--- config.mk ---
export PLATFORM = sky130hd
export DESIGN_NAME = sr_frame_deserializer
export DESIGN_NICKNAME = d
export VERILOG_FILES = /design/src/rtl/sr_frame_deserializer.sv
export SDC_FILE = /design/constraint.sdc
export NUM_CORES = 1
export LEC_CHECK = 0
export ABC_AREA = 1
export CAP_MARGIN = 10
export CORE_MARGIN = 3
export CORE_UTILIZATION = 49
export DETAILED_ROUTE_END_ITERATION = 10
export PLACE_DENSITY_LB_ADDON = 0.2
export RECOVER_POWER = 100
export REMOVE_ABC_BUFFERS = 1
export SETUP_SLACK_MARGIN = 0.05
export SYNTH_ARGS = -nofsm -noshare
export SYNTH_HDL_FRONTEND = slang
export SYNTH_SLANG_ARGS = --single-unit
--- constraint.sdc ---
create_clock -name clk -period 1.3 [get_ports clk]
set_input_delay 0.26 -clock clk [delete_from_list [all_inputs] [get_ports clk]]
set_output_delay 0.26 -clock clk [all_outputs]
set_load 0.02 [all_outputs]
--- src/rtl/sr_frame_deserializer.sv ---
// Frame deserialiser for the serial output of a DFF shift chain.
// It hunts for a sync word and confirms it over LOCK_CNT consecutive frames.
// Once locked, it cuts each frame's payload into WIDTH-bit words, MSB first.
// Words are offered through a single-entry valid/ready output buffer.
// WIDTH and SYNC_LEN are assumed to be at least 2.
module sr_frame_deserializer #(
    parameter int                  WIDTH       = 8,
    parameter int                  SYNC_LEN    = 8,
    parameter logic [SYNC_LEN-1:0] SYNC        = 8'hA5,
    parameter int                  FRAME_WORDS = 2,
    parameter int                  LOCK_CNT    = 2
) (
    input  logic             clk,
    input  logic             rst,
    input  logic             i_bit,
    input  logic             i_valid,
    output logic [WIDTH-1:0] o_data,
    output logic             o_valid,
    input  logic             o_ready,
    output logic             o_sof,
    output logic             locked,
    output logic             sync_lost,
    output logic             overflow
);

    localparam int WB_W = (WIDTH > 1) ? $clog2(WIDTH) : 1;
    localparam int WI_W = (FRAME_WORDS > 1) ? $clog2(FRAME_WORDS) : 1;
    localparam int SB_W = (SYNC_LEN > 1) ? $clog2(SYNC_LEN) : 1;
    localparam int MC_W = $clog2(LOCK_CNT + 1);

    typedef enum logic [1:0] {ST_HUNT, ST_VERIFY, ST_LOCKED} state_t;
    typedef enum logic {PH_PAYLOAD, PH_SYNC} phase_t;

    state_t              state_q, state_d;
    phase_t              phase_q, phase_d;
    // Only the newest SYNC_LEN-1 bits are kept; the incoming bit completes the window.
    logic [SYNC_LEN-2:0] window_q, window_d;
    logic [SB_W-1:0]     sbit_q, sbit_d;
    logic [WB_W-1:0]     wbit_q, wbit_d;
    logic [WI_W-1:0]     widx_q, widx_d;
    logic [MC_W-1:0]     match_q, match_d;
    logic [WIDTH-2:0]    shreg_q, shreg_d;
    logic [WIDTH-1:0]    o_data_q, o_data_d;
    logic                o_valid_q, o_valid_d;
    logic                o_sof_q, o_sof_d;
    logic                sync_lost_q, sync_lost_d;
    logic                overflow_q, overflow_d;

    logic [SYNC_LEN-1:0] window_nx;
    logic [WIDTH-1:0]    shreg_nx;
    logic                sync_hit;
    logic                word_done;
    logic                word_first;

    assign window_nx = {window_q, i_bit};
    assign shreg_nx  = {shreg_q, i_bit};
    assign sync_hit  = (window_nx == SYNC);

    // State and datapath registers; reset overrides everything, including a frame in progress.
    always_ff @(posedge clk) begin
        if (rst) begin
            state_q     <= ST_HUNT;
            phase_q     <= PH_PAYLOAD;
            window_q    <= '0;
            sbit_q      <= '0;
            wbit_q      <= '0;
            widx_q      <= '0;
            match_q     <= '0;
            shreg_q     <= '0;
            o_data_q    <= '0;
            o_valid_q   <= 1'b0;
            o_sof_q     <= 1'b0;
            sync_lost_q <= 1'b0;
            overflow_q  <= 1'b0;
        end else begin
            state_q     <= state_d;
            phase_q     <= phase_d;
            window_q    <= window_d;
            sbit_q      <= sbit_d;
            wbit_q      <= wbit_d;
            widx_q      <= widx_d;
            match_q     <= match_d;
            shreg_q     <= shreg_d;
            o_data_q    <= o_data_d;
            o_valid_q   <= o_valid_d;
            o_sof_q     <= o_sof_d;
            sync_lost_q <= sync_lost_d;
            overflow_q  <= overflow_d;
        end
    end

    // Next state: sync hunting, frame phase counting, word assembly and output buffering.
    always_comb begin
        state_d     = state_q;
        phase_d     = phase_q;
        window_d    = window_q;
        sbit_d      = sbit_q;
        wbit_d      = wbit_q;
        widx_d      = widx_q;
        match_d     = match_q;
        shreg_d     = shreg_q;
        o_data_d    = o_data_q;
        o_valid_d   = o_valid_q;
        o_sof_d     = o_sof_q;
        sync_lost_d = 1'b0;
        overflow_d  = overflow_q;
        word_done   = 1'b0;
        word_first  = 1'b0;

        if (o_valid_q && o_ready) begin
            o_valid_d = 1'b0;
        end

        if (i_valid) begin
            window_d = window_nx[SYNC_LEN-2:0];
            if (state_q == ST_HUNT) begin
                if (sync_hit) begin
                    match_d = MC_W'(1);
                    state_d = (LOCK_CNT == 1) ? ST_LOCKED : ST_VERIFY;
                    phase_d = PH_PAYLOAD;
                    sbit_d  = '0;
                    wbit_d  = '0;
                    widx_d  = '0;
                end
            end else if (phase_q == PH_PAYLOAD) begin
                // Words are assembled in VERIFY too but only delivered when LOCKED.
                shreg_d = shreg_nx[WIDTH-2:0];
                if (wbit_q == WB_W'(WIDTH - 1)) begin
                    wbit_d     = '0;
                    word_done  = (state_q == ST_LOCKED);
                    word_first = (widx_q == '0);
                    if (widx_q == WI_W'(FRAME_WORDS - 1)) begin
                        widx_d  = '0;
                        phase_d = PH_SYNC;
                    end else begin
                        widx_d = widx_q + 1'b1;
                    end
                end else begin
                    wbit_d = wbit_q + 1'b1;
                end
            end else begin
                if (sbit_q == SB_W'(SYNC_LEN - 1)) begin
                    sbit_d  = '0;
                    phase_d = PH_PAYLOAD;
                    if (sync_hit) begin
                        if (state_q == ST_VERIFY) begin
                            match_d = match_q + 1'b1;
                            if (match_d == MC_W'(LOCK_CNT)) begin
                                state_d = ST_LOCKED;
                            end
                        end
                    end else begin
                        // Hunting resumes from the current window on the next sampled bit.
                        state_d     = ST_HUNT;
                        match_d     = '0;
                        sync_lost_d = (state_q == ST_LOCKED);
                    end
                end else begin
                    sbit_d = sbit_q + 1'b1;
                end
            end
        end

        if (word_done) begin
            if (!o_valid_q || o_ready) begin
                o_data_d  = shreg_nx;
                o_sof_d   = word_first;
                o_valid_d = 1'b1;
            end else begin
                overflow_d = 1'b1;
            end
        end
    end

    assign o_data    = o_data_q;
    assign o_valid   = o_valid_q;
    assign o_sof     = o_sof_q;
    assign locked    = (state_q == ST_LOCKED);
    assign sync_lost = sync_lost_q;
    assign overflow  = overflow_q;

endmodule

==> results by stage <==
Power:
- The internal power component is 1.61 mW.
- The highest ir drop seen on vdd is 0.869 mV.
- In this run the power spent charging and discharging nets is 0.591 mW.
- The overall power of the completed layout is 2.20 mW.
- The share of total power dissipated in sequential elements is 0.559.
- Of the total power, the clock network draws 0.296.
- The combinational share of power is 0.146.
- For this design the ratio of total power to cell area is 962 nW/µm².
- For this design the static power due to leakage is 1.01 nW.
- The switching power share of the total is 0.269.

Synthesis:
- The average instance in the mapped netlist occupies 7.62 µm².
- The count of warnings emitted by yosys is 0.
- For this run, the register share of the synthesized area comes to 0.480.
- The post-synthesis cell area is 1590 µm².
- The post-synthesis instance total is 208.
- The synthesis-stage register bit count is 38.
- The number of distinct standard cells referenced by the synthesized netlist is 22.

Run:
- Max-cap violations in this run came to 0.

Global routing:
- The initial antenna violation count is 0.
- Across every metal layer, demand over resource in global routing totals 0.223.
- The first global-routing pass estimated 7020 µm of wire.
- The maximum number of pins on one net before global-route repair is 29.
- The residual overflow from global routing is 0.
- The via count of the first global-routing pass is 1609.

Critical path:
- The category of the worst setup path capture point is a register.
- At the worst endpoint, the required time is 1.59 ns.
- In this run the register-to-register setup slack is -0.14 ns.
- The maximum net fanout on the critical path is 5.
- The arrival time reported for the critical path endpoint is 1.73 ns.
- The worst setup path is launched from a register.
- The launch instance of the worst register-to-register path is wbit_q[0].
- The category of the critical setup timing path is register to register.
- The number of cell instances on the worst register-to-register path is 9.
- The endpoint of the worst-slack reg-to-reg timing path is o_data[3].

Timing:
- The final setup slack of the worst path is -0.137 ns.
- The setup TNS after final layout is -1.54 ns.
- The tightest hold margin is 0.482 ns.
- The final count of hold timing violations is 0.
- The clock tree skew after final layout is 0.00817 ns.
- Setup repair after global routing could not meet its margin everywhere.
- Setup violations remaining at the end of the flow were counted as 24.
- The portion of the clock cycle consumed by the worst path in the final layout is 1.11.
- The worst slew margin relative to its limit is 0.820.
- The clock period minus final worst setup slack is 1.44 ns.
- The number of max-slew violations in the final report came to 0.
- The pin slew with the least headroom to its limit is 0.269 ns.
- The highest attainable clock frequency is 0.696 GHz.

Placed design:
- Routability-driven placement finished with a final weighted congestion of 0.784.
- Once placement finished, the instance area stood at 1970 µm².
- Once detailed placement completed, the half-perimeter wirelength came to 2570 µm.
- Buffers placed on the I/O ports in this run total 17.

Drt:
- The first routing iteration left 76 violations.
- Wire segments on met3 add up to 181 µm in the final route.
- The first detailed-routing pass took 4 iterations.
- The detailed router placed 1569 vias in this run.
- The detail route stage leaves a number of antenna-violating nets equal to 0.
- The highest layer used for signal routing is met4.
- The detailed-route wire length is 4200 µm.
- The per-cell via count in the routed design is 5.08.
- In the final routed layout, each cell accounts on average for 13.6 µm.
- The remaining design rule violation count is 0.
- Summed over all nets, wire length on met2 after detailed routing comes to 2250 µm.
- After detailed routing, the wire length on met1 is 1650 µm.

Clock network:
- No sink is reached through more buffers than the 2 on the longest clock path.
- Clock-pin slew was measured on the worst setup and hold paths at 0.11 ns.
- The H-tree generated during clock tree synthesis spans 2 levels.
- The number of hold buffers added after CTS was 0.
- The TritonCTS clock tree is yes.
- The number of clock buffers added by TritonCTS is 5.
- For the worst-skew pair, the clock arrives at the later sink with an insertion delay of 0.35 ns.
- The clock drives 38 sinks.
- In this run the clock root is driven by a sky130_fd_sc_hd__clkbuf_4.

Layout:
- The net count of the finished layout is 274.
- The layout overhead on the synthesized area is 44.0%.
- The library cell used most frequently in the layout, excluding fill and tap cells, is sky130_fd_sc_hd__nor2_1.
- Leaving out fill and tap cells, the most frequent cells in the layout are sky130_fd_sc_hd__nor2_1 (43), sky130_fd_sc_hd__buf_4 (31), sky130_fd_sc_hd__dfxtp_1 (25).
- The number of antenna diodes in the final layout is 0.
- The footprint of the multi-input gates is 887 µm².
- Counting the fill cells in the layout gives 228.
- Across the whole layout, storage elements account for 777 µm².
- The utilization after layout is 0.742.
- With fillers left out, the area of the finished cells amounts to 2280 µm².
- The fraction of layout cells with a size suffix above 1 is 0.457.

Floorplan:
- In this run the vertical extent of the chip is 62.9 µm.
- The row count is 20.
- In this run the standard cell core region covers 3080 µm².
- The die is 62.9 µm wide.
- The initial utilization of the core area, before any placement, comes to 0.515.
- 18 I/O pins were placed.
- The area of the die is 3950 µm².

Run status:
- The final reports fail on negative setup slack.
- The flow ran to the end, but the final reports show violations.

Min path:
- The terminating pin of the worst hold path is window_q[4].
- In this run the most critical hold path is launched from window_q[3].
- Counting instances, the worst hold path has a depth of 2.
- The type of the worst min-delay path is register to register.
## cell families (layout without fill, tap and decap cells)
kind of cell / after synthesis / after routing / synth area share
buffers and inverters: 24 / 81 / 0.0576
adders and majority gates: 5 / 5 / 0.0395
and+or+nand+nor: 95 / 95 / 0.275
DFF: 38 / 38 / 0.480
AOI/OAI and AO/OA: 46 / 46 / 0.148
## metal layers
| metal | GRT usage | vias up |
|---|---|---|
| met5 | 0 | - |
| li1 | - | 785 |
| met4 | 0.0826 | 0 |
| met1 | 0.237 | 732 |
| met2 | 0.414 | 37 |
| met3 | 0.0612 | 15 |
## area by class of cell
type,count,area share
well taps,44,0.0241
inverters,20,0.0362
clock buffers,7,0.0241
multi-input cells,146,0.388
flip-flops and latches,38,0.340
clock inverters,1,0.00219
repair buffers,53,0.185
## per-stage QoR
stage               worst slack (ns)  std cells
finish                        -0.137        309
global route                  -0.204        309
CTS                           -0.152        307
detailed placement            -0.394        287
global placement              -0.330        287
floorplan                    -0.0936        204
## worst max-delay path, cell delays in order (launching register included)
cell                      delay (ns)
sky130_fd_sc_hd__dfxtp_2        0.37
sky130_fd_sc_hd__ha_4           0.14
sky130_fd_sc_hd__ha_4           0.14
sky130_fd_sc_hd__inv_4          0.04
sky130_fd_sc_hd__nor2_4         0.10
sky130_fd_sc_hd__nand3_4        0.09
sky130_fd_sc_hd__nor2_4         0.18
sky130_fd_sc_hd__buf_6          0.15
sky130_fd_sc_hd__o21ai_0        0.08
sky130_fd_sc_hd__nor2_1         0.09
## sequential cells by signal (all words and copies together), names as in the netlist
register,flops
match_q,2
o_data,8
o_sof,1
o_valid,1
overflow,1
phase_q,1
sbit_q,3
shreg_q,7
state_q,2
sync_lost,1
wbit_q,3
widx_q,1
window_q,7
## what timing repair did
action                                  CTS  global route
buffers inserted                         12             3
resized for setup                        76            48
hold endpoints to repair                  0             0
endpoints found under the setup margin   39            41
pin swaps                                18            22
gates cloned                              0             0
## cell usage after synthesis (all sizes together)
cell / number / area (µm²)
nor2: 53 / 243
dfxtp: 38 / 761
nand2: 32 / 135
o21ai: 28 / 140
inv: 20 / 75.1
a21oi: 18 / 93.8
nand3: 6 / 35.0
ha: 5 / 62.6
clkbuf: 3 / 11.3
nor3: 2 / 10.0
buf: 1 / 5.00
nand3b: 1 / 7.51
nor4: 1 / 6.26
## power groups by stage
stage	registers, mW	logic, mW	clock network (mW)
4_1_cts	1.23	0.286	0.654
5_1_grt	1.23	0.351	0.710
3_3_place_gp	1.24	0.237	0
6_report	1.23	0.320	0.649
3_5_place_dp	1.25	0.248	0
2_1_floorplan	1.24	0.131	0
## worst max path at each step
stage / start / end / slack (ns) / cells after the start
3_5_place_dp: i_bit / sbit_q[0] / -0.39 / 8
2_1_floorplan: wbit_q[0] / o_data[0] / -0.09 / 9
5_1_grt: wbit_q[0] / o_data[1] / -0.20 / 9
4_1_cts: wbit_q[1] / o_data[1] / -0.15 / 9
3_3_place_gp: i_bit / wbit_q[0] / -0.33 / 10
6_report: wbit_q[0] / o_data[3] / -0.14 / 9
(Power assumes the default switching activity.)
